**src/rtl/ctrl_pkg.sv**
```systemverilog
// Shared encodings for the multi-cycle RV32I-subset controller: FSM states,
// trap causes, opcodes and the datapath control-field codes.
package ctrl_pkg;

    typedef enum logic [2:0] {
        S_IF   = 3'd0,
        S_ID   = 3'd1,
        S_EX   = 3'd2,
        S_MEM  = 3'd3,
        S_WB   = 3'd4,
        S_TRAP = 3'd5
    } state_t;

    localparam logic CAUSE_ILLEGAL = 1'b0;
    localparam logic CAUSE_TIMEOUT = 1'b1;

    localparam logic [6:0] OP_R    = 7'b0110011;
    localparam logic [6:0] OP_I    = 7'b0010011;
    localparam logic [6:0] OP_LOAD = 7'b0000011;
    localparam logic [6:0] OP_S    = 7'b0100011;
    localparam logic [6:0] OP_B    = 7'b1100011;
    localparam logic [6:0] OP_LUI  = 7'b0110111;
    localparam logic [6:0] OP_JAL  = 7'b1101111;
    localparam logic [6:0] OP_JALR = 7'b1100111;

    localparam logic [6:0] F7_ALT  = 7'b0100000;

    localparam logic [2:0] ALU_OP_AND = 3'd0;
    localparam logic [2:0] ALU_OP_OR  = 3'd1;
    localparam logic [2:0] ALU_OP_ADD = 3'd2;
    localparam logic [2:0] ALU_OP_SUB = 3'd3;
    localparam logic [2:0] ALU_OP_XOR = 3'd4;
    localparam logic [2:0] ALU_OP_SLL = 3'd5;
    localparam logic [2:0] ALU_OP_SRL = 3'd6;
    localparam logic [2:0] ALU_OP_SRA = 3'd7;

    localparam logic ALUB_SEL_RS2 = 1'b0;
    localparam logic ALUB_SEL_IMM = 1'b1;

    localparam logic [2:0] SEXT_OP_DEFAULT = 3'd0;
    localparam logic [2:0] SEXT_OP_I       = 3'd1;
    localparam logic [2:0] SEXT_OP_S       = 3'd2;
    localparam logic [2:0] SEXT_OP_B       = 3'd3;
    localparam logic [2:0] SEXT_OP_U       = 3'd4;
    localparam logic [2:0] SEXT_OP_J       = 3'd5;
    localparam logic [2:0] SEXT_OP_SHAMT   = 3'd6;

    localparam logic [1:0] NPC_OP_PC4  = 2'd0;
    localparam logic [1:0] NPC_OP_BR   = 2'd1;
    localparam logic [1:0] NPC_OP_JMP  = 2'd2;
    localparam logic [1:0] NPC_OP_JALR = 2'd3;

    localparam logic [1:0] RF_WSEL_ALU  = 2'd0;
    localparam logic [1:0] RF_WSEL_DRAM = 2'd1;
    localparam logic [1:0] RF_WSEL_PC4  = 2'd2;
    localparam logic [1:0] RF_WSEL_SEXT = 2'd3;

    localparam logic WRITE = 1'b1;
    localparam logic READ  = 1'b0;

    typedef enum logic [3:0] {
        CLS_R, CLS_I, CLS_LOAD, CLS_S, CLS_B, CLS_LUI, CLS_JAL, CLS_JALR, CLS_ILL
    } op_class_t;

    typedef struct packed {
        op_class_t  cls;
        logic [2:0] alu_op;
        logic       alub_sel;
        logic [2:0] sext_op;
        logic [1:0] npc_op;
        logic [1:0] rf_wsel;
    } ctrl_t;

    localparam ctrl_t CTRL_RESET = '{
        cls:      CLS_ILL,
        alu_op:   ALU_OP_AND,
        alub_sel: ALUB_SEL_RS2,
        sext_op:  SEXT_OP_DEFAULT,
        npc_op:   NPC_OP_PC4,
        rf_wsel:  RF_WSEL_ALU
    };

    // Shared by R and I formats; only R-type honours funct7 for SUB.
    function automatic logic [2:0] alu_from_f3(input logic [2:0] f3,
                                               input logic       alt,
                                               input logic       allow_sub);
        case (f3)
            3'b000:  return (alt && allow_sub) ? ALU_OP_SUB : ALU_OP_ADD;
            3'b111:  return ALU_OP_AND;
            3'b110:  return ALU_OP_OR;
            3'b100:  return ALU_OP_XOR;
            3'b001:  return ALU_OP_SLL;
            3'b101:  return alt ? ALU_OP_SRA : ALU_OP_SRL;
            default: return ALU_OP_AND;
        endcase
    endfunction

endpackage

```
**src/rtl/ctrl_decode.sv**
```systemverilog
// Combinational opcode/funct to datapath control-field table; the multi-cycle
// controller samples its result during ID.
module ctrl_decode
    import ctrl_pkg::*;
(
    input  logic [6:0] opcode,
    input  logic [2:0] funct3,
    input  logic [6:0] funct7,
    output ctrl_t      ctrl
);

    logic alt;
    logic shift_imm;

    assign alt       = (funct7 == F7_ALT);
    assign shift_imm = (funct3 == 3'b001) || (funct3 == 3'b101);

    always_comb begin
        // NOTE: default every output first so no path through the case infers a latch.
        ctrl = CTRL_RESET;
        case (opcode)
            OP_R:    ctrl = '{cls: CLS_R, alu_op: alu_from_f3(funct3, alt, 1'b1),
                              alub_sel: ALUB_SEL_RS2, sext_op: SEXT_OP_DEFAULT,
                              npc_op: NPC_OP_PC4, rf_wsel: RF_WSEL_ALU};
            OP_I:    ctrl = '{cls: CLS_I, alu_op: alu_from_f3(funct3, alt, 1'b0),
                              alub_sel: ALUB_SEL_IMM,
                              sext_op: shift_imm ? SEXT_OP_SHAMT : SEXT_OP_I,
                              npc_op: NPC_OP_PC4, rf_wsel: RF_WSEL_ALU};
            OP_LOAD: ctrl = '{cls: CLS_LOAD, alu_op: ALU_OP_ADD, alub_sel: ALUB_SEL_IMM,
                              sext_op: SEXT_OP_I, npc_op: NPC_OP_PC4,
                              rf_wsel: RF_WSEL_DRAM};
            OP_S:    ctrl = '{cls: CLS_S, alu_op: ALU_OP_ADD, alub_sel: ALUB_SEL_IMM,
                              sext_op: SEXT_OP_S, npc_op: NPC_OP_PC4,
                              rf_wsel: RF_WSEL_ALU};
            OP_B:    ctrl = '{cls: CLS_B, alu_op: ALU_OP_SUB, alub_sel: ALUB_SEL_RS2,
                              sext_op: SEXT_OP_B, npc_op: NPC_OP_BR,
                              rf_wsel: RF_WSEL_ALU};
            OP_LUI:  ctrl = '{cls: CLS_LUI, alu_op: ALU_OP_AND, alub_sel: ALUB_SEL_IMM,
                              sext_op: SEXT_OP_U, npc_op: NPC_OP_PC4,
                              rf_wsel: RF_WSEL_SEXT};
            OP_JAL:  ctrl = '{cls: CLS_JAL, alu_op: ALU_OP_AND, alub_sel: ALUB_SEL_RS2,
                              sext_op: SEXT_OP_J, npc_op: NPC_OP_JMP,
                              rf_wsel: RF_WSEL_PC4};
            OP_JALR: ctrl = '{cls: CLS_JALR, alu_op: ALU_OP_ADD, alub_sel: ALUB_SEL_IMM,
                              sext_op: SEXT_OP_I, npc_op: NPC_OP_JALR,
                              rf_wsel: RF_WSEL_PC4};
            default: ctrl = CTRL_RESET;
        endcase
    end

endmodule

```
**src/rtl/multicycle_ctrl.sv**
```systemverilog
// Multi-cycle control FSM: IF/ID/EX/MEM/WB sequencing with req/ack memory
// handshakes, ack timeout, illegal-opcode trap and a retired-instruction count.
module multicycle_ctrl
    import ctrl_pkg::*;
#(
    parameter int unsigned TIMEOUT = 16,
    parameter int unsigned CNT_W   = 32
) (
    input  logic             clk,
    input  logic             rst,
    input  logic [6:0]       opcode,
    input  logic [2:0]       funct3,
    input  logic [6:0]       funct7,
    input  logic             imem_ack,
    input  logic             dmem_ack,
    input  logic             trap_clr,
    output logic             imem_req,
    output logic             dmem_req,
    output logic             ram_we,
    output logic             ir_we,
    output logic             pc_we,
    output logic             rf_we,
    output logic [2:0]       alu_op,
    output logic             alub_sel,
    output logic [2:0]       sext_op,
    output logic [1:0]       npc_op,
    output logic [1:0]       rf_wsel,
    output logic [2:0]       state,
    output logic             trap,
    output logic             trap_cause,
    output logic [CNT_W-1:0] retired
);

    localparam int unsigned          WAIT_W   = (TIMEOUT > 2) ? $clog2(TIMEOUT) : 1;
    localparam logic [WAIT_W-1:0]    WAIT_MAX = WAIT_W'((TIMEOUT == 0) ? 0 : TIMEOUT - 1);

    state_t            cur_state;
    ctrl_t             dec;
    ctrl_t             ctrl_q;
    logic [WAIT_W-1:0] wait_cnt;
    logic              timeout_hit;

    ctrl_decode u_decode (
        .opcode (opcode),
        .funct3 (funct3),
        .funct7 (funct7),
        .ctrl   (dec)
    );

    assign timeout_hit = (TIMEOUT != 0) && (wait_cnt == WAIT_MAX);

    // Requests and strobes decode straight from the state register so an
    // asynchronous reset drops them in the same cycle.
    assign imem_req = (cur_state == S_IF);
    assign dmem_req = (cur_state == S_MEM);
    assign ram_we   = (cur_state == S_MEM && ctrl_q.cls == CLS_S) ? WRITE : READ;
    assign ir_we    = (cur_state == S_IF) && imem_ack;
    assign rf_we    = (cur_state == S_WB);
    assign pc_we    = ((cur_state == S_EX)  && (ctrl_q.cls == CLS_B))
                    | ((cur_state == S_MEM) && dmem_ack && (ctrl_q.cls == CLS_S))
                    | (cur_state == S_WB);

    assign alu_op   = ctrl_q.alu_op;
    assign alub_sel = ctrl_q.alub_sel;
    assign sext_op  = ctrl_q.sext_op;
    assign npc_op   = ctrl_q.npc_op;
    assign rf_wsel  = ctrl_q.rf_wsel;
    assign state    = cur_state;

    // NOTE: sequential state uses non-blocking assignments so every register
    // samples pre-edge values regardless of statement order.
    always_ff @(posedge clk or posedge rst) begin
        if (rst) begin
            cur_state  <= S_IF;
            ctrl_q     <= CTRL_RESET;
            trap       <= 1'b0;
            trap_cause <= CAUSE_ILLEGAL;
            retired    <= '0;
            wait_cnt   <= '0;
        end else begin
            if (pc_we)
                retired <= retired + 1'b1;

            case (cur_state)
                S_IF: begin
                    if (imem_ack) begin
                        cur_state <= S_ID;
                    end else if (timeout_hit) begin
                        trap       <= 1'b1;
                        trap_cause <= CAUSE_TIMEOUT;
                        cur_state  <= S_TRAP;
                    end else begin
                        wait_cnt <= wait_cnt + 1'b1;
                    end
                end
                S_ID: begin
                    if (dec.cls == CLS_ILL) begin
                        trap       <= 1'b1;
                        trap_cause <= CAUSE_ILLEGAL;
                        cur_state  <= S_TRAP;
                    end else begin
                        ctrl_q    <= dec;
                        cur_state <= S_EX;
                    end
                end
                S_EX: begin
                    wait_cnt <= '0;
                    case (ctrl_q.cls)
                        CLS_B:           cur_state <= S_IF;
                        CLS_LOAD, CLS_S: cur_state <= S_MEM;
                        default:         cur_state <= S_WB;
                    endcase
                end
                S_MEM: begin
                    if (dmem_ack) begin
                        wait_cnt  <= '0;
                        cur_state <= (ctrl_q.cls == CLS_S) ? S_IF : S_WB;
                    end else if (timeout_hit) begin
                        trap       <= 1'b1;
                        trap_cause <= CAUSE_TIMEOUT;
                        cur_state  <= S_TRAP;
                    end else begin
                        wait_cnt <= wait_cnt + 1'b1;
                    end
                end
                S_WB: begin
                    wait_cnt  <= '0;
                    cur_state <= S_IF;
                end
                S_TRAP: begin
                    if (trap_clr) begin
                        trap      <= 1'b0;
                        wait_cnt  <= '0;
                        cur_state <= S_IF;
                    end
                end
                default: begin
                    wait_cnt  <= '0;
                    cur_state <= S_IF;
                end
            endcase
        end
    end

endmodule

```
**config.mk**
```make
export PLATFORM = sky130hd
export DESIGN_NAME = multicycle_ctrl
export DESIGN_NICKNAME = d
export VERILOG_FILES = /design/src/rtl/ctrl_pkg.sv /design/src/rtl/ctrl_decode.sv /design/src/rtl/multicycle_ctrl.sv
export SDC_FILE = /design/constraint.sdc
export NUM_CORES = 1
export LEC_CHECK = 0
export BUFFER_PORTS_ARGS = -buffer_cell sky130_fd_sc_hd__buf_2
export CAP_MARGIN = 10
export CORE_MARGIN = 2
export CORE_UTILIZATION = 55
export CTS_BUF_LIST = sky130_fd_sc_hd__clkbuf_2
export DETAILED_ROUTE_END_ITERATION = 10
export PLACE_DENSITY = 0.8
export SLEW_MARGIN = 20
export SYNTH_ARGS = -nofsm -noshare
export SYNTH_HDL_FRONTEND = slang
export SYNTH_SLANG_ARGS = --single-unit
```
**constraint.sdc**
```tcl
create_clock -name clk -period 2.65 [get_ports clk]
set_input_delay 0 -clock clk [delete_from_list [all_inputs] [get_ports clk]]
set_output_delay 0 -clock clk [all_outputs]
set_load 0.02 [all_outputs]
```
Word level (Yosys, flattened, before mapping)
Index checks and enable logic that the tools add are counted.
{"block": "classes", "n_addsub": 2, "n_mul": 0, "div": 0, "magnitude_cmp": 0, "n_eq_ne": 27, "shift": 0, "mux": 31, "bitwise": 4, "n_reduce_logical": 15}
{"operator": "15-bit case mux with 8 select lines", "count": 1}
{"operator": "3-bit case mux with 5 select lines", "count": 3}
{"operator": "32-bit by 1-bit adder with 32-bit output, second input constant", "count": 1}
{"operator": "7-bit by 6-bit equality test with 1-bit output, second input constant", "count": 4}
{"operator": "7-bit equality test, second input constant", "count": 3}
{"operator": "3-bit two-way mux", "count": 7}
{"operator": "4-bit two-way mux", "count": 4}
{"operator": "4-bit case mux with 4 select lines", "count": 1}
{"operator": "3-bit equality test, second input constant", "count": 5}
{"operator": "1-bit two-way mux", "count": 12}
{"operator": "4-bit by 2-bit equality test with 1-bit output, second input constant", "count": 2}
{"operator": "4-bit equality test, second input constant", "count": 2}
{"operator": "2-bit != test, second input constant", "count": 4}
{"operator": "7-bit by 2-bit equality test with 1-bit output, second input constant", "count": 1}
{"operator": "7-bit by 5-bit equality test with 1-bit output, second input constant", "count": 1}
{"operator": "3-bit by 1-bit equality test with 1-bit output, second input constant", "count": 2}
{"operator": "3-bit by 2-bit equality test with 1-bit output, second input constant", "count": 2}
{"operator": "3-bit logical NOT", "count": 2}
{"operator": "3-bit case mux with 2 select lines", "count": 1}
{"operator": "1-bit logical AND", "count": 5}
{"operator": "5-bit AND reduction", "count": 1}
{"operator": "4-bit by 1-bit adder with 4-bit output, second input constant", "count": 1}
{"operator": "4-bit by 3-bit equality test with 1-bit output, second input constant", "count": 1}
{"operator": "1-bit case mux with 4 select lines", "count": 1}
{"operator": "10 further kinds", "count": 12}
{"block": "word_totals", "regBits": 56, "latch_bits": 0, "ramBits": 0, "romBits": 0, "input_bits": 22, "out_inout_bits": 54, "word_cells": 90, "mem_count": 0}

Logic depth before layout (Yosys ltp)
{"block": "logic_depth", "depth_word": 7, "depth_mapped": 8, "mapped_depth_nobuf": 6}

Cells and area by module
A second synthesis with hierarchy kept.
{"block": "hier_totals", "hier_cells": 343, "area_unflattened_um2": 3219.3}
{"module": "multicycle_ctrl", "instances": 1, "cells_each": 271, "area_each_um2": 2768.9, "seq_area_each_um2": 1402.6}
{"module": "ctrl_decode", "instances": 1, "cells_each": 72, "area_each_um2": 450.4, "seq_area_each_um2": 0.0}

Worst setup path before layout
Ideal clock, no wire load.
{"block": "synth_path", "kind": "reg-to-reg", "from": "register cur_state[2] (netlist: state[2])", "to": "register retired[28]", "arrival_ns": 2.014, "setup_slack_ns": 0.556, "path_stages_with_launch": 9, "period_less_slack_ns": 2.094, "path_cell_list": "dfrtp_1 > buf_2 > nor3b_2 > a221oi_4 > inv_2 > nand4_1 > buf_4 > nor3_2 > xor2_1"}
{"block": "synth_via", "word_cells_on_any_way": 8, "cone_classes": "eq/ne (3); bitwise (2); reduce/logical (3)"}
{"item": "from (decl)", "line_no": "multicycle_ctrl.sv:37", "rtl": "state_t cur_state;"}
{"item": "from (signal assigned)", "line_no": "multicycle_ctrl.sv:117", "rtl": "cur_state <= (ctrl_q.cls == CLS_S) ? S_IF : S_WB;"}
{"item": "3-bit equality test"}
{"item": "net rf_we", "line_no": "multicycle_ctrl.sv:22", "rtl": "output logic rf_we,"}
{"item": "1-bit bitwise OR", "line_no": "multicycle_ctrl.sv:61", "rtl": "| (cur_state == S_WB);"}
{"item": "net pc_we", "line_no": "multicycle_ctrl.sv:21", "rtl": "output logic pc_we,"}
{"item": "to (signal assigned)", "line_no": "multicycle_ctrl.sv:82", "rtl": "retired <= retired + 1'b1;"}
{"item": "to (decl)", "line_no": "multicycle_ctrl.sv:31", "rtl": "output logic [CNT_W-1:0] retired"}
The timed path passes the listed nets, and every way through them passes these cells.
A chain may end at the register's enable or synchronous reset.

Worst setup path in the final report
{"block": "layout_path", "from": "register cur_state[1] (netlist: state[1])", "to": "register ctrl_q, in the netlist alu_op[0]"}
{"block": "layout_via", "elab_chain_len": 2}
{"item": "3-bit by 1-bit equality test with 1-bit output", "line_no": "multicycle_ctrl.sv:84", "rtl": "case (cur_state)"}
{"item": "2-bit AND reduction (no line)"}
{"item": "to (signal assigned)", "line_no": "multicycle_ctrl.sv:75", "rtl": "ctrl_q <= CTRL_RESET;"}
{"item": "to (signal assigned)", "line_no": "multicycle_ctrl.sv:102", "rtl": "ctrl_q <= dec;"}
{"item": "to (decl)", "line_no": "multicycle_ctrl.sv:39", "rtl": "ctrl_t ctrl_q;"}
Every way passes these cells.

==> impl_metrics.ini <==
[final_layout]
nets = 439
layout_commonest_cell = buf_2
post_route_cells_drive_above_1_share = 0.250
antenna_cells = 0
synthToLayoutAreaGrowth_pct = 19.4
layout_common_cells = buf_2 (75), dfrtp_1 (55), nand2_1 (44)
fin_util = 0.676
instances_no_fill = 488

[timing]
fin_setup_tns_ps = 0
fin_worst_skew_ps = 19.9
tightest_slew_ps = 520
fmax_ghz = 0.420
max_slew_margin = 0.652
drv_slew = 0
rsz0062_at_grt = false
layout_setup_ws_ps = 267
fin_crit_sh = 0.899
hold_viol_final = 0
setup_viol = 0
min_period_ps = 2380

[setup_path]
critPathKind = register to register
critPathRequiredTime_ps = 3030
endpoint_kind = register
reg2reg_to = alu_op[0]$_DFFE_PP0P_
crit_path_start_kind = register
r2r_cells = 8
crit_chain = buf_4, nand2b_1, nor2_1, buf_4, o21ai_1, buf_4, o31ai_1, dlygate4sd3_1
timing.rr.start = state[1]$_DFFE_PP0N_
crit_path_top_delay_cell = dlygate4sd3_1
r2r_setup_slack_ps = 270
max_stage_delay_ps = 580
arrival_ps = 2760
crit_fanout = 23
crit_start = state[1]$_DFFE_PP0N_
crit_top_cell = buf_4

[clock_tree]
cts-root-buf = clkbuf_2
clock_latency_ps = 430
cts_buffers = 5
tritoncts = done
numClockSinks = 56
clk_pin_slew_ps = 260
cts_max_level = 2
cts-resized-gates = 0
clk_path_buf_depth = 2

[yosys]
ys_seq_area_frac = 0.453
synth_fp_nets = 358
netlist_area_um2 = 3100
synth_area_per_cell_um2 = 9.27
ys_async_sr_fraction = 1.00
synth_cell_type_count = 55
yosysTopAreaCellShare = 0.445
synth_flop_cell = dfrtp_1
synth-seq-cells = 56
synth_area_leaders = dfrtp_1 (44%), nand2_1 (5.3%), xnor2_1 (4.8%), xor2_1 (4.5%), nor2_1 (3.4%)
synthCells = 334
yosys.area.top_type = dfrtp_1
synth-edff-count = 0
yosys_warnings = 0

[global_route]
antenna_found_initial = 0
grt_usage = 0.230
gr-total-overflow = 0
grt_pass1_wl_mm = 11.6
grt_max_degree = 24
grt_pass1_vias = 2576

[die]
dieArea_um2 = 6240
core_um2 = 5470
die_x_um = 79.0
initial_core_util = 0.566
fp-row-count = 27
ios = 76
die_y_um = 79.0

[placed_design]
routabilityCongestion = 0.901
dp_cells = 464
hpwl_mm = 4.84
io_buffers = 75
dp_slack_ps = 367

[drt]
drtPass1Iterations = 4
drcViolationCount = 0
wire_per_inst_um = 13.8
drt_iter0_drc = 152
vias = 2680
via_per_inst = 5.49
final_antenna_net_count = 0
drt_wl_total_mm = 6.72

[min_path]
hold_end = ctrl_q[12]$_DFFE_PP0P_
worstHoldStart = opcode[1]
hold_path_depth = 5
min_path_type = primary input to register

[pwr]
peakVddDrop_uv = 614
cellPowerDensity_nw_per_um2 = 625
p_total_uw = 2310
power_leakage_uw = 0.00183

[run]
drv_cap = 0

[run_status]
status = finished, final reports clean
-- stage by stage --
| step | area [µm²] | hold slack, ps |
|---|---|---|
| 3_3_place_gp | 3470 | -35.6 |
| 3_5_place_dp | 3470 | -27.1 |
| 2_1_floorplan | 3100 | 171 |
| 6_report | 3700 | 61.0 |
| 5_1_grt | 3700 | 48.7 |
| 4_1_cts | 3700 | 10.4 |
-- kinds of logic after synthesis --
family / count (synthesis) / synth area share
and+or+nand+nor: 156 / 0.270
DFF: 56 / 0.453
AOI/OAI and AO/OA: 51 / 0.110
buffers and inverters: 35 / 0.0578
xor gates and xnor gates: 33 / 0.0934
adders and majority gates: 2 / 0.00808
muxes: 1 / 0.00728
-- cell type report --
class	count	area, µm²
fill	455	1780
multi-input combinational	243	1510
sequential	56	1400
timing repair buffer	97	581
tap	72	90.1
inverter	12	45.0
clock inverter	2	35.0
clock buffer	6	30.0
-- report_power, final --
part	switching, µW	internal (µW)	leakage, µW	total (µW)
Sequential	139	954	0.000755	1090
Combinational	484	316	0.00104	800
Clock	257	162	0.0000430	419
Total	880	1430	0.00183	2310
-- registers in the layout, indices dropped and copies added (netlist names) --
register,count
retired,32
ctrl_q,4
wait_cnt,4
alu_op,3
sext_op,3
state,3
npc_op,2
rf_wsel,2
alub_sel,1
trap,1
trap_cause,1
-- metal layers --
layer	GRT usage	vias up	routed length, µm	share of wire
li1	-	1318	-	-
met1	0.300	1266	3000	0.45
met2	0.397	86	3330	0.49
met3	0.0409	10	321	0.048
met4	0.0621	0	72	0.011
met5	0	-	0	0
-- worst max path at each step --
stage | end | slack (ps) | cells past startpoint
2_1_floorplan | retired[28]$_DFFE_PP0P_ | 560 | 8
3_3_place_gp | retired[26]$_DFFE_PP0P_ | 440 | 6
3_5_place_dp | retired[16]$_DFFE_PP0P_ | 370 | 6
4_1_cts | alu_op[0]$_DFFE_PP0P_ | 290 | 8
5_1_grt | retired[20]$_DFFE_PP0P_ | 60 | 6
6_report | alu_op[0]$_DFFE_PP0P_ | 270 | 8
-- synthesized netlist by cell type, types with 3 or more instances --
| cell type | instances |
|---|---|
| dfrtp_1 | 55 |
| nand2_1 | 44 |
| nor2_1 | 28 |
| nand3_1 | 18 |
| xnor2_1 | 17 |
| nor3_1 | 16 |
| o21ai_0 | 16 |
| xor2_1 | 16 |
| a21oi_1 | 11 |
| buf_4 | 11 |
| inv_1 | 11 |
| clkbuf_1 | 7 |
| nand4_1 | 7 |
| nor2b_1 | 7 |
| buf_2 | 5 |
| nand2b_1 | 5 |
| and2_1 | 3 |
| and4_1 | 3 |
| nor3b_2 | 3 |
| nor4_1 | 3 |
| o31ai_1 | 3 |
| or3_1 | 3 |
-- critical path: cells and delay by family (launching register included) --
| kind | cells | cell delay (ps) |
|---|---|---|
| simple gates | 2 | 330 |
| buf+inv | 4 | 1160 |
| flops | 1 | 480 |
| compound gates | 2 | 370 |
-- timing repair --
action                                  in CTS  in global routing
hold buffers                                16                  0
buffers inserted                             0                  0
endpoints found under the setup margin       0                  0
endpoints found under the hold margin       70                  0
Note: power is estimated with default switching activity, not from simulation.
